<file path="src/rtl/board_io.sv">
// board_io: core reset conditioner, push-button debounce with press/release pulses,
// and LED drive (level or stretched activity). Define BOARD_IO_HEARTBEAT_EN to drive the top LED from a heartbeat.
module board_io #(
  parameter int N_SW         = 4,
  parameter int N_LED        = 8,
  parameter int RST_STAGES   = 2,
  parameter int DBNC_BITS    = 16,
  parameter int STRETCH_BITS = 20,
  parameter int HB_BITS      = 24
) (
  input  logic             clk,
  input  logic             rst_n,
  output logic             rst_out_n,
  input  logic [N_SW-1:0]  sw_raw,
  output logic [N_SW-1:0]  sw_db,
  output logic [N_SW-1:0]  sw_press,
  output logic [N_SW-1:0]  sw_release,
  input  logic [N_LED-1:0] act_in,
  input  logic [N_LED-1:0] led_mode,
  input  logic [N_LED-1:0] led_inv,
  output logic [N_LED-1:0] led
);

  if (RST_STAGES < 2 || HB_BITS < 1) begin : g_param_check
    $error("board_io: RST_STAGES must be >= 2 and HB_BITS >= 1");
  end

  logic [RST_STAGES-1:0]   rst_chain_q, rst_chain_d;
  logic [N_SW-1:0]         sw_s1_q, sw_s2_q;
  logic [N_SW-1:0]         sw_db_q, sw_db_d;
  logic [N_SW-1:0]         sw_press_q, sw_press_d;
  logic [N_SW-1:0]         sw_release_q, sw_release_d;
  logic [DBNC_BITS-1:0]    dbnc_cnt_q [N_SW];
  logic [DBNC_BITS-1:0]    dbnc_cnt_d [N_SW];
  logic [N_LED-1:0]        act_s1_q, act_s2_q, act_dly_q;
  logic [STRETCH_BITS-1:0] str_cnt_q [N_LED];
  logic [STRETCH_BITS-1:0] str_cnt_d [N_LED];
  logic [N_LED-1:0]        led_val_q, led_val_d;
  logic [N_SW-1:0]         s_sw;
  logic [N_LED-1:0]        act_edge;

`ifdef BOARD_IO_HEARTBEAT_EN
  logic [HB_BITS-1:0] hb_cnt_q, hb_cnt_d;
  always_comb hb_cnt_d = rst_out_n ? hb_cnt_q + 1'b1 : '0;

  always_ff @(posedge clk or negedge rst_n) begin
    if (!rst_n) hb_cnt_q <= '0;
    else        hb_cnt_q <= hb_cnt_d;
  end
`endif

  always_comb begin
    rst_chain_d = {rst_chain_q[RST_STAGES-2:0], 1'b1};
    s_sw        = ~sw_s2_q;
    act_edge    = act_s2_q ^ act_dly_q;
  end

  // Counter only advances while the synced input disagrees with the debounced state.
  always_comb begin
    sw_db_d      = sw_db_q;
    sw_press_d   = '0;
    sw_release_d = '0;
    for (int unsigned i = 0; i < N_SW; i++) begin
      dbnc_cnt_d[i] = '0;
      if (s_sw[i] != sw_db_q[i]) begin
        if (dbnc_cnt_q[i] == '1) begin
          sw_db_d[i]      = s_sw[i];
          sw_press_d[i]   = s_sw[i];
          sw_release_d[i] = ~s_sw[i];
        end else begin
          dbnc_cnt_d[i] = dbnc_cnt_q[i] + 1'b1;
        end
      end
    end
  end

  always_comb begin
    led_val_d = '0;
    for (int unsigned i = 0; i < N_LED; i++) begin
      if (act_edge[i])               str_cnt_d[i] = '1;
      else if (str_cnt_q[i] != '0)   str_cnt_d[i] = str_cnt_q[i] - 1'b1;
      else                           str_cnt_d[i] = '0;
      led_val_d[i] = led_mode[i] ? (str_cnt_q[i] != '0) : act_s2_q[i];
    end
`ifdef BOARD_IO_HEARTBEAT_EN
    led_val_d[N_LED-1] = hb_cnt_q[HB_BITS-1];
`endif
  end

  // Button synchronisers reset to released so reset exit never looks like a press.
  always_ff @(posedge clk or negedge rst_n) begin
    if (!rst_n) begin
      rst_chain_q  <= '0;
      sw_s1_q      <= '1;
      sw_s2_q      <= '1;
      sw_db_q      <= '0;
      sw_press_q   <= '0;
      sw_release_q <= '0;
      dbnc_cnt_q   <= '{default: '0};
      act_s1_q     <= '0;
      act_s2_q     <= '0;
      act_dly_q    <= '0;
      str_cnt_q    <= '{default: '0};
      led_val_q    <= '0;
    end else begin
      rst_chain_q  <= rst_chain_d;
      sw_s1_q      <= sw_raw;
      sw_s2_q      <= sw_s1_q;
      sw_db_q      <= sw_db_d;
      sw_press_q   <= sw_press_d;
      sw_release_q <= sw_release_d;
      dbnc_cnt_q   <= dbnc_cnt_d;
      act_s1_q     <= act_in;
      act_s2_q     <= act_s1_q;
      act_dly_q    <= act_s2_q;
      str_cnt_q    <= str_cnt_d;
      led_val_q    <= led_val_d;
    end
  end

  assign rst_out_n  = rst_chain_q[RST_STAGES-1];
  assign sw_db      = sw_db_q;
  assign sw_press   = sw_press_q;
  assign sw_release = sw_release_q;
  assign led        = led_val_q ^ led_inv;

endmodule
</file>
<file path="config.mk">
export PLATFORM = sky130hd
export DESIGN_NAME = board_io
export DESIGN_NICKNAME = d
export VERILOG_FILES = /design/src/rtl/board_io.sv
export SDC_FILE = /design/constraint.sdc
export NUM_CORES = 1
export LEC_CHECK = 0
export CAP_MARGIN = 20
export CORE_UTILIZATION = 50
export CTS_CLUSTER_SIZE = 40
export DETAILED_ROUTE_END_ITERATION = 12
export PLACE_DENSITY = 0.74
export SETUP_SLACK_MARGIN = 0.3
export SLEW_MARGIN = 10
export SYNTH_ARGS = -nofsm -noshare
export SYNTH_HDL_FRONTEND = slang
export SYNTH_SLANG_ARGS = --single-unit
export TNS_END_PERCENT = 5
</file>
<file path="constraint.sdc">
create_clock -name clk -period 2.12 [get_ports clk]
set_input_delay 0.212 -clock clk [delete_from_list [all_inputs] [get_ports clk]]
set_output_delay 0.212 -clock clk [all_outputs]
set_load 0.01 [all_outputs]
</file>
==> reports/qor_table.md <==
| Step | Metric | Reported |
| --- | --- | --- |
| clock tree | Root buffer cell | sky130_fd_sc_hd__clkbuf_16 |
| status | Status | complete, but fails checks |
| power and ir drop | Static leakage power | 6.067 nW |
| logic synthesis | Count of mapped cells out of synthesis | 1198 |
| global route | Maximum number of pins on one net before global-route repair | 76 |
| clock tree | Clock buffers created by TritonCTS | 29 |
| route | Met2 wire length | 12.05 mm |
| critical path | Critical path startpoint category | flop |
| global route | Number of antenna violations at the first check in global routing | 0 |
| floorplanning | Count of standard-cell rows | 57 |
| logic synthesis | Top post-synthesis cells by area | sky130_fd_sc_hd__dfrtp_1 (54%), sky130_fd_sc_hd__xnor2_1 (6.8%), sky130_fd_sc_hd__xor2_1 (6.6%) |
| route | Routed wire length per instance | 14.79 µm |
| placed design | HPWL Detailed | 14.44 mm |
| power and ir drop | Power consumption | 11.52 mW |
| critical path | Largest fanout of any net on the critical path | 3 |
| clock tree | Clock latency on the worst-skew pair | 550 ps |
| timing | Count of pins over their slew limit | 0 |
| route | Post-DRT Antenna Nets | 0 |
| logic synthesis | Number of warnings issued by yosys | 0 |
| route | Overall via count from detail_route | 8971 |
| timing | Skew final | 11.04 ps |
| logic synthesis | Mapped Avg Cell Area | 10.51 µm² |
| clock tree | Number of buffers on the longest clock path | 3 |
| floorplanning | Floorplan die area | 25810 µm² |
| timing | Highest Clock Rate | 0.4704 GHz |
| logic synthesis | Post-Syn Area | 12590 µm² |
| floorplanning | Initial core utilization | 51.31% |
| logic synthesis | Top post-synthesis cells by count | sky130_fd_sc_hd__dfrtp_1 (270), sky130_fd_sc_hd__o21ai_0 (158), sky130_fd_sc_hd__nor2_1 (132) |
| placed design | DP Cell Count | 1596 |
| layout | Antenna Cells | 0 |
| layout | Fin util | 65.43% |
| timing | Final Cycle Share | 100.3% |
| timing | Final setup fails | 1 |
| logic synthesis | Number of flops mapped to enable cells by yosys | 0 |
| clock tree | Clock transition at the registers of the reported paths | 60 ps |
| logic synthesis | Commonest register cell after synthesis | sky130_fd_sc_hd__dfrtp_1 |
| route | Count of routing violations after the opening detailed-route iteration | 445 |
| layout | Number of nets in the layout | 1368 |
| critical path | R2R Setup Slk | -6 ps |
| logic synthesis | #FFs+latches synth | 278 |
| logic synthesis | Number of distinct library cell variants in the gate-level netlist after synthesis | 49 |
| logic synthesis | Sequential-to-total area share from yosys stat | 55.34% |
| logic synthesis | Fraction of synthesized cell area taken by the top area cell type | 53.67% |
| critical path | Setup CP Type | flop to flop |
| route | Sum of met3 wire segment lengths after detailed routing | 686 µm |
| logic synthesis | Post-synthesis net count | 1248 |
| clock tree | CTS tree | built |
| critical path | Type of element capturing the critical path | flop |
| clock tree | Number of clock sinks | 278 |
| route | Ratio of routed vias to standard cells | 5.391 |
| timing | Final Hold Viols | 0 |
| placed design | Number of buffers inserted by port buffering | 50 |
| timing | Minimum clock period | 2126 ps |
| route | Uppermost signal routing layer after detailed routing | met4 |
| logic synthesis | Cell taking the most area after synthesis | sky130_fd_sc_hd__dfrtp_1 |
| layout | Area growth from synthesis to layout | 27.51% |
| clock tree | Number of H-tree branching levels | 1 |
| placed design | Final weighted congestion in routability-driven placement | 0.7694 |
| timing | Setup tns final | -5.703 ps |
| layout | Fraction of final layout cells with drive strength greater than 1 | 23.81% |
| layout | Number of standard cells in the layout, taps in and fillers out | 1664 |
| critical path | Crit path required time | 2590 ps |
| power and ir drop | Max VDD drop | 0.7188 mV |
| timing | Slew margin rel. | 64.51% |
| global route | Gr usage total | 18.49% |
| floorplanning | Height of the die | 160.7 µm |
| critical path | Crit path DAT | 2590 ps |
| route | Length of the first detailed-routing pass in iterations | 4 |
| timing | Setup slack of the critical path after layout | -5.703 ps |
| logic synthesis | Most repeated cell in the gate-level netlist after synthesis | sky130_fd_sc_hd__dfrtp_1 |
| global route | Global-route wire length before repair | 40.72 mm |
| global route | Via count of the first global-routing pass | 8933 |
| status | Failing checks | negative setup slack |
| floorplanning | Number of primary I/O pins | 51 |
| global route | Aggregate global routing overflow | 0 |
| timing | Slew of the pin with the lowest slew margin | 527.5 ps |
| floorplanning | Width of the chip | 160.7 µm |
| floorplanning | Core area | 24530 µm² |
| hold path | Class of the tightest hold or removal check | input port to flop |
| logic synthesis | Post-synthesis async set-or-reset flop share | 100.0% |
| timing | Setup repair after global routing missed its margin | true |
| layout | Cell area after layout | 16050 µm² |
| route | Routed length on met1 | 11.41 mm |
| placed design | Cell area reported after detailed placement | 13870 µm² |
| route | Post-route DRC | 0 |
| power and ir drop | Cell Pwr Density | 717.4 nW/µm² |
| flow run | Max-capacitance violation count | 0 |
| route | Aggregate routed wire length | 24.62 mm |
cell families after synthesis:
| group | synth area share [%] |
|---|---|
| flops | 55.34 |
| buf+inv | 2.047 |
| xor+xnor | 13.43 |
| fa+ha+maj | 1.988 |
| mux | 0.7256 |
| simple gates | 18.86 |
| compound gates | 7.584 |
| other cells | 0.02979 |
cell type report:
type                    instances  area [µm²]
fillers                      1805        8482
multi-input cells             853        6314
clock buffers                  43       838.3
well taps                     324       405.4
inverters                      27       101.3
clock inverters                10       173.9
repair buffers                129        1242
flip-flops and latches        278        6977
critical path, cell delays in order, from the launching register on:
cell and delay [ps]:
sky130_fd_sc_hd__dfrtp_1 380, sky130_fd_sc_hd__or4_4 550, sky130_fd_sc_hd__or3b_4 400, sky130_fd_sc_hd__or2_4 240, sky130_fd_sc_hd__or3_1 310, sky130_fd_sc_hd__a31oi_1 160
placed cells by master (no fill, tap or decap), types with 9 or more instances in the layout:
cell type / synthesis / final
sky130_fd_sc_hd__buf_6: 0 / 13
sky130_fd_sc_hd__nor4_1: 26 / 13
sky130_fd_sc_hd__a21oi_1: 10 / 9
sky130_fd_sc_hd__nor3_1: 49 / 35
sky130_fd_sc_hd__nand2_1: 60 / 55
sky130_fd_sc_hd__nor4_4: 0 / 10
sky130_fd_sc_hd__nor2_1: 132 / 125
sky130_fd_sc_hd__inv_1: 27 / 21
sky130_fd_sc_hd__dfrtp_1: 270 / 262
sky130_fd_sc_hd__o21ai_0: 158 / 88
sky130_fd_sc_hd__ha_1: 20 / 17
sky130_fd_sc_hd__o21ai_1: 0 / 19
sky130_fd_sc_hd__o21ai_2: 0 / 51
sky130_fd_sc_hd__nand3_2: 0 / 10
sky130_fd_sc_hd__clkbuf_16: 0 / 29
sky130_fd_sc_hd__nand3_1: 46 / 35
sky130_fd_sc_hd__clkdlybuf4s50_1: 0 / 40
sky130_fd_sc_hd__xor2_1: 95 / 92
sky130_fd_sc_hd__nand4_1: 19 / 19
sky130_fd_sc_hd__xnor2_1: 98 / 97
sky130_fd_sc_hd__buf_4: 0 / 57
sky130_fd_sc_hd__or3_1: 17 / 11
sky130_fd_sc_hd__nor3_2: 2 / 9
sky130_fd_sc_hd__or4_4: 1 / 16
per-stage QoR:
stage / setup slack (ps) / hold slack, ps
after floorplan: 54.20 / -83.59
after global placement: 31.73 / 137.9
after detailed placement: -12.89 / 134.2
after CTS: -15.82 / 40.66
after global routing: -87.25 / 54.96
final: -5.703 / 66.55
what timing repair did:
action,in CTS,in global routing
setup endpoints to repair,159,205
resized for setup,134,179
setup buffers,6,8
hold endpoints to repair,270,0
pin swaps,71,113
hold buffers,1,0
power breakdown:
part,total [mW],switching (mW),internal [mW]
Combinational,0.663,0.392,0.271
Clock,5.27,2.04,3.23
Sequential,5.58,0.136,5.45
state kept, by name, indices dropped and copies added, names as in the netlist, 4 cells and up:
name and count:
sw_s2_q 4, sw_release 4, dbnc_cnt_q 64, sw_db 4
act_dly_q 8, act_s1_q 8, sw_press 4, str_cnt_q 160
sw_s1_q 4, act_s2_q 8, led_val_q 8
worst paths after layout:
check / from / endpoint / cells past startpoint
setup / recovery: str_cnt_q[133]$_DFF_PN0_ / str_cnt_q[139]$_DFF_PN0_ / 5
setup reg to reg: str_cnt_q[133]$_DFF_PN0_ / str_cnt_q[139]$_DFF_PN0_ / 5
hold / removal: sw_raw[0] / sw_s1_q[0]$_DFF_PN1_ / 1
hold reg to reg: act_s1_q[5]$_DFF_PN0_ / act_s2_q[5]$_DFF_PN0_ / 0
max in group asynchronous: rst_n / sw_s2_q[3]$_DFF_PN1_ / 3
min in group asynchronous: rst_n / str_cnt_q[130]$_DFF_PN0_ / 2
per-layer routing:
| metal | track usage (%) | up-vias |
|---|---|---|
| li1 | - | 4386 |
| met1 | 25.48 | 4431 |
| met2 | 30.78 | 119 |
| met3 | 2.815 | 35 |
| met4 | 4.502 | 0 |
| met5 | 0 | - |
Note: power is estimated with default switching activity, not from simulation.
